## src/rtl/keypad_scan_ctrl_if.sv

```systemverilog
// Keypad pin and key-event bundle for keypad_scan_ctrl.
// master: the scan controller; slave: the keypad/consumer side.
interface keypad_scan_ctrl_if;
  logic [3:0] rows;
  logic [3:0] cols;
  logic [3:0] key_code;
  logic       key_valid;
  logic       key_held;

  modport master (
    input  rows,
    output cols, key_code, key_valid, key_held
  );

  modport slave (
    output rows,
    input  cols, key_code, key_valid, key_held
  );
endinterface

```

## src/rtl/keypad_scan_ctrl.sv

```systemverilog
// 4x4 keypad column scanner with press/release debounce and one key_valid per press.
// Optional auto-repeat while held is enabled by defining KEYPAD_REPEAT_EN.
module keypad_scan_ctrl #(
  parameter int SCAN_CYCLES     = 48000,
  parameter int DEBOUNCE_CYCLES = 960000,
  parameter int REPEAT_CYCLES   = 24000000
) (
  input  logic               clk,
  input  logic               reset,
  keypad_scan_ctrl_if.master kp
);

  localparam int TMAX = (SCAN_CYCLES > DEBOUNCE_CYCLES) ? SCAN_CYCLES : DEBOUNCE_CYCLES;
  localparam int TW   = $clog2(TMAX);
  localparam logic [TW-1:0] SCAN_END = TW'(SCAN_CYCLES - 1);
  localparam logic [TW-1:0] DEB_END  = TW'(DEBOUNCE_CYCLES - 1);

  // Both windows need at least one settle cycle plus the decision cycle.
  if (SCAN_CYCLES < 2 || DEBOUNCE_CYCLES < 2 || REPEAT_CYCLES < 2) begin : g_param_check
    $error("keypad_scan_ctrl: SCAN/DEBOUNCE/REPEAT_CYCLES must be >= 2");
  end

  typedef enum logic [1:0] {
    SCAN        = 2'd0,
    DEBOUNCE_DN = 2'd1,
    HELD        = 2'd2,
    DEBOUNCE_UP = 2'd3
  } state_t;

  state_t        state_reg;
  logic [TW-1:0] timer_reg;
  logic [1:0]    col_idx_reg;
  logic [1:0]    row_idx_reg;
  logic [3:0]    rows_meta_reg;
  logic [3:0]    rows_s_reg;
  logic [3:0]    key_code_reg;
  logic          key_valid_reg;
  logic          key_held_reg;
  logic [1:0]    low_row;

`ifdef KEYPAD_REPEAT_EN
  localparam int RW = $clog2(REPEAT_CYCLES);
  localparam logic [RW-1:0] RPT_END = RW'(REPEAT_CYCLES - 1);
  logic [RW-1:0] rpt_reg;
`endif

  // Lowest-numbered active row wins when several are pressed in one column.
  always_comb begin
    low_row = 2'd3;
    if (!rows_s_reg[2]) low_row = 2'd2;
    if (!rows_s_reg[1]) low_row = 2'd1;
    if (!rows_s_reg[0]) low_row = 2'd0;
  end

  always_ff @(posedge clk or posedge reset) begin
    if (reset) begin
      state_reg     <= SCAN;
      timer_reg     <= '0;
      col_idx_reg   <= 2'd0;
      row_idx_reg   <= 2'd0;
      rows_meta_reg <= 4'b1111;
      rows_s_reg    <= 4'b1111;
      key_code_reg  <= 4'h0;
      key_valid_reg <= 1'b0;
      key_held_reg  <= 1'b0;
`ifdef KEYPAD_REPEAT_EN
      rpt_reg       <= '0;
`endif
    end else begin
      rows_meta_reg <= kp.rows;
      rows_s_reg    <= rows_meta_reg;
      key_valid_reg <= 1'b0;
      timer_reg     <= timer_reg + 1'b1;
      case (state_reg)
        SCAN: begin
          if (timer_reg == SCAN_END) begin
            timer_reg <= '0;
            if (rows_s_reg == 4'b1111) begin
              col_idx_reg <= col_idx_reg + 2'd1;
            end else begin
              row_idx_reg <= low_row;
              state_reg   <= DEBOUNCE_DN;
            end
          end
        end
        DEBOUNCE_DN: begin
          if (timer_reg == DEB_END) begin
            timer_reg <= '0;
            if (!rows_s_reg[row_idx_reg]) begin
              state_reg     <= HELD;
              key_code_reg  <= {row_idx_reg, col_idx_reg};
              key_valid_reg <= 1'b1;
              key_held_reg  <= 1'b1;
`ifdef KEYPAD_REPEAT_EN
              rpt_reg       <= '0;
`endif
            end else begin
              state_reg   <= SCAN;
              col_idx_reg <= col_idx_reg + 2'd1;
            end
          end
        end
        HELD: begin
          if (rows_s_reg[row_idx_reg]) begin
            state_reg <= DEBOUNCE_UP;
            timer_reg <= '0;
          end
`ifdef KEYPAD_REPEAT_EN
          else if (rpt_reg == RPT_END) begin
            rpt_reg       <= '0;
            key_valid_reg <= 1'b1;
          end else begin
            rpt_reg <= rpt_reg + 1'b1;
          end
`endif
        end
        DEBOUNCE_UP: begin
`ifdef KEYPAD_REPEAT_EN
          rpt_reg <= '0;
`endif
          if (timer_reg == DEB_END) begin
            timer_reg <= '0;
            if (rows_s_reg[row_idx_reg]) begin
              state_reg    <= SCAN;
              col_idx_reg  <= col_idx_reg + 2'd1;
              key_held_reg <= 1'b0;
            end else begin
              state_reg <= HELD;
            end
          end
        end
        default: begin
          state_reg    <= SCAN;
          timer_reg    <= '0;
          key_held_reg <= 1'b0;
        end
      endcase
    end
  end

  assign kp.cols      = ~(4'b0001 << col_idx_reg);
  assign kp.key_code  = key_code_reg;
  assign kp.key_valid = key_valid_reg;
  assign kp.key_held  = key_held_reg;

endmodule

```

## src/flat_wrapper.sv

```systemverilog
// flat-port wrapper written by rule: the top's interface ports become plain ports
module keypad_scan_ctrl_flat 
#(
  parameter int SCAN_CYCLES     = 48000,
  parameter int DEBOUNCE_CYCLES = 960000,
  parameter int REPEAT_CYCLES   = 24000000
)
  (clk, reset, kp_rows, kp_cols, kp_key_code, kp_key_valid, kp_key_held);
  keypad_scan_ctrl_if kp_i ();
  input  logic clk;
  input  logic reset;
  input wire logic [$bits(kp_i.rows)-1:0] kp_rows;
  output wire logic [$bits(kp_i.cols)-1:0] kp_cols;
  output wire logic [$bits(kp_i.key_code)-1:0] kp_key_code;
  output wire logic [$bits(kp_i.key_valid)-1:0] kp_key_valid;
  output wire logic [$bits(kp_i.key_held)-1:0] kp_key_held;
  assign kp_i.rows = kp_rows;
  assign kp_cols = kp_i.cols;
  assign kp_key_code = kp_i.key_code;
  assign kp_key_valid = kp_i.key_valid;
  assign kp_key_held = kp_i.key_held;
  keypad_scan_ctrl #(.SCAN_CYCLES(SCAN_CYCLES), .DEBOUNCE_CYCLES(DEBOUNCE_CYCLES), .REPEAT_CYCLES(REPEAT_CYCLES)) u_core (.clk(clk), .reset(reset), .kp(kp_i));
endmodule
```

## config.mk

```make
export PLATFORM = sky130hd
export DESIGN_NAME = keypad_scan_ctrl_flat
export DESIGN_NICKNAME = d
export VERILOG_FILES = /design/src/rtl/keypad_scan_ctrl_if.sv /design/src/rtl/keypad_scan_ctrl.sv /design/src/flat_wrapper.sv
export SDC_FILE = /design/constraint.sdc
export NUM_CORES = 1
export LEC_CHECK = 0
export ABC_AREA = 1
export CORE_MARGIN = 3
export CORE_UTILIZATION = 62
export CTS_BUF_LIST = sky130_fd_sc_hd__clkbuf_16
export CTS_CLUSTER_DIAMETER = 100
export CTS_CLUSTER_SIZE = 24
export DETAILED_ROUTE_END_ITERATION = 16
export GPL_TIMING_DRIVEN = 0
export PLACE_DENSITY = 0.84
export SYNTH_ARGS = -nofsm -noshare
export SYNTH_HDL_FRONTEND = slang
export SYNTH_SLANG_ARGS = --single-unit
```

## constraint.sdc

```tcl
create_clock -name clk -period 4.1 [get_ports clk]
set_clock_uncertainty 0.2 [all_clocks]
set_input_delay 0.82 -clock clk [delete_from_list [all_inputs] [get_ports clk]]
set_output_delay 0.82 -clock clk [all_outputs]
set_load 0.02 [all_outputs]
```

==> out/results.tsv <==
metric	value	unit
WL/cell	12.9	um
reg2reg end	u_core.timer_reg[3]$_DFF_PP0_	
P_int	0.000630	W
critical path startpoint category	register	
R2R cell count	11	
first-pass GRT wire length	7980	um
Ant. Diodes	0	
Distinct cells, synth	29	
Seq pwr share	50.9	%
main combinational cell family by area after synthesis	simple AND/OR/NAND/NOR gates	
multiplexer area fraction after synthesis	1.04	%
nets	303	
Max VDD drop	0.000342	V
Max stage delay cell, worst path	clkdlybuf4s50_1	
xor/xnor cell area share of the yosys netlist	1.21	%
core box area	3200	sq um
WP data arrival	1650	ps
maximum clock frequency	374	MHz
Post-CTS Hold Buffers	0	
adder and majority gate portion of the synthesized area	2.88	%
Num CTS Buffers	5	
simple-gate share of the synthesized area	34.2	%
DR vias	1813	
number of I/O pins	16	
post-CTS setup repair buffer count	0	
Rows	20	
post-route cell area	2520	sq um
clk sinks	40	
vias per std cell	5.38	
P&R area growth vs syn	16.0	%
Clock Latency Late Sink	280	ps
fraction of layout cells with a size suffix above 1	14.7	%
PostCTS Resize Cnt	0	
initial antenna violation count	0	
starting density of the core	67.8	%
count of final setup violators	0	
DRC viols	0	
drt pass-1 iters	4	
crit path time final	2670	ps
Hold Path Sink	u_core.rows_s_reg[1]$_DFF_PP1_	
most frequent cells in the layout	73 x nand2_1, 40 x inv_1, 36 x nor2_1	
Die Ht	65.2	um
hold path depth	0	
htree depth	2	
Die Footprint	4250	sq um
worst slack, placed	1720	ps
Cell Area, Synth	2170	sq um
Final WS setup	1430	ps
clock group share of total power	46.8	%
reg-to-reg startpoint	u_core.timer_reg[0]$_DFF_PP0_	
HP Class	register to register	
Req. time, crit path	3080	ps
max reg flops	20	
placed cell areas	2380	sq um
Fill cells	229	
FF+latch area	1010	sq um
unrepaired setup endpoints after global routing	no	
worst stage delay on the critical path	600	ps
outcome	completed	
grt total ovfl	0	
YS warnings	0	
critical path class	register to primary output	
period utilisation layout	65.1	%
DP HPWL	3170	um
Root Buffer Master	clkbuf_16	
final WL	4350	um
HP Start	u_core.rows_meta_reg[1]$_DFF_PP1_	
Syn Inst Count	270	
Leak	1.22	nW
commonest non-fill, non-tap cell in the layout	nand2_1	
TNS Setup	0	ps
GR Util All Layers	24.6	%
syn_nets	281	
crit-path max FO	4	
sequential-to-total area share from yosys stat	46.5	%
GP Congestion	0.959	
initial detailed-routing violation count	124	
Worst Tran Pin Value	803	ps
# port buffers	15	
antenna-violating nets left	0	
Max Root-Sink Buffers	2	
largest net degree at the start of global routing	41	
worst-path cell chain	inv_1 > ha_1 > inv_1 > clkdlybuf4s50_1	
nature of the critical path endpoint	primary output	
Die W	65.2	um
pwr dens	315	nW/um^2
crit-path most repeated cell	inv_1	
synthesized area per cell	8.04	sq um
Synth Register Bits	40	
R2R Setup Slk	1930	ps
TritonCTS clock tree	yes	
P_sw	0.000163	W
area fraction in compound gates after synthesis	5.65	%
max-cap violation count	0	
vias in the first global route	1800	
Slew headroom	46.4	%
Net Sw Frac	20.6	%
clock-pin slew on the worst setup and hold paths	60	ps
Combinational Power Share	2.3	%
Fin. Hold Viols	0	
final slew viol count	0	
area of the multi-input gates	976	sq um
[final cells by class]
cell class,count,share of cell area [%]
Clock inverter,3,0.646
Multi-Input combinational cell,185,38.7
Buffer,2,0.894
Clock buffer,5,4.97
Tap cell,44,2.19
Inverter,43,6.46
Sequential cell,40,40.1
Timing Repair Buffer,15,5.96
[worst max path at each step]
stage / startpoint / end / slack (ps) / cells after the start
after floorplan: reset / asynchronous set/reset pin / 2180 / 1
after global placement: reset / u_core.kp.key_code[1]$_DFFE_PP0P_ / 1390 / 2
after detailed placement: u_core.col_idx_reg[0]$_DFFE_PP0P_ / kp_cols[0] / 1720 / 4
after CTS: u_core.col_idx_reg[0]$_DFFE_PP0P_ / kp_cols[0] / 1400 / 4
after global routing: u_core.col_idx_reg[0]$_DFFE_PP0P_ / kp_cols[0] / 1310 / 4
final: u_core.col_idx_reg[0]$_DFFE_PP0P_ / kp_cols[0] / 1430 / 4
[Yosys cell counts, drive strengths merged]
| library cell | instances | area [sq um] |
|---|---|---|
| a21oi | 4 | 31.3 |
| a31oi | 3 | 18.8 |
| and2 | 1 | 6.26 |
| and3 | 3 | 22.5 |
| buf | 2 | 22.5 |
| clkinv | 1 | 5.00 |
| dfrtp | 32 | 801 |
| dfstp | 8 | 210 |
| ha | 5 | 62.6 |
| inv | 42 | 158 |
| mux2i | 1 | 22.5 |
| nand2 | 76 | 308 |
| nand3 | 17 | 125 |
| nand4 | 11 | 68.8 |
| nor2 | 41 | 176 |
| nor3 | 3 | 15.0 |
| nor3b | 1 | 7.51 |
| o21ai | 13 | 65.1 |
| o21bai | 1 | 7.51 |
| or2 | 2 | 12.5 |
| xor2 | 3 | 26.3 |
[power by group through the flow]
stage / combinational (W) / sequential [W] / clock [W]
floorplan: 0.0000106 / 0.000410 / 0
global placement: 0.0000178 / 0.000410 / 0
detailed placement: 0.0000186 / 0.000411 / 0
CTS: 0.0000186 / 0.000404 / 0.000378
global route: 0.0000210 / 0.000404 / 0.000397
finish: 0.0000179 / 0.000404 / 0.000371
[cell families after synthesis]
logic type | Yosys count
and+or+nand+nor | 155
buffers and inverters | 45
DFF | 40
AOI/OAI and AO/OA | 21
adders and majority gates | 5
xor gates and xnor gates | 3
muxes | 1
[layer usage]
metal	global-route usage (%)	vias up	routed length [um]
li1	-	893	-
met1	31.7	850	1960
met2	39.7	60	2050
met3	5.81	10	254
met4	10.6	0	90
met5	0	-	0
[critical path, delay by kind of cell (launching register included)]
kind	cells	cell delay (ps)
buffers and inverters	3	760
adders and majority gates	1	210
DFF	1	400
[through the flow]
| stage | total power (W) | std cells | hold WS, ps | utilization (%) |
|---|---|---|---|---|
| floorplan | 0.000421 | 270 | 145 | - |
| global placement | 0.000428 | 329 | 145 | 74.2 |
| detailed placement | 0.000429 | 329 | 147 | 74.2 |
| CTS | 0.000801 | 337 | 155 | 78.6 |
| global route | 0.000822 | 337 | 159 | 78.6 |
| finish | 0.000793 | 337 | 154 | 78.6 |
Power figures use the tool's default switching activity.
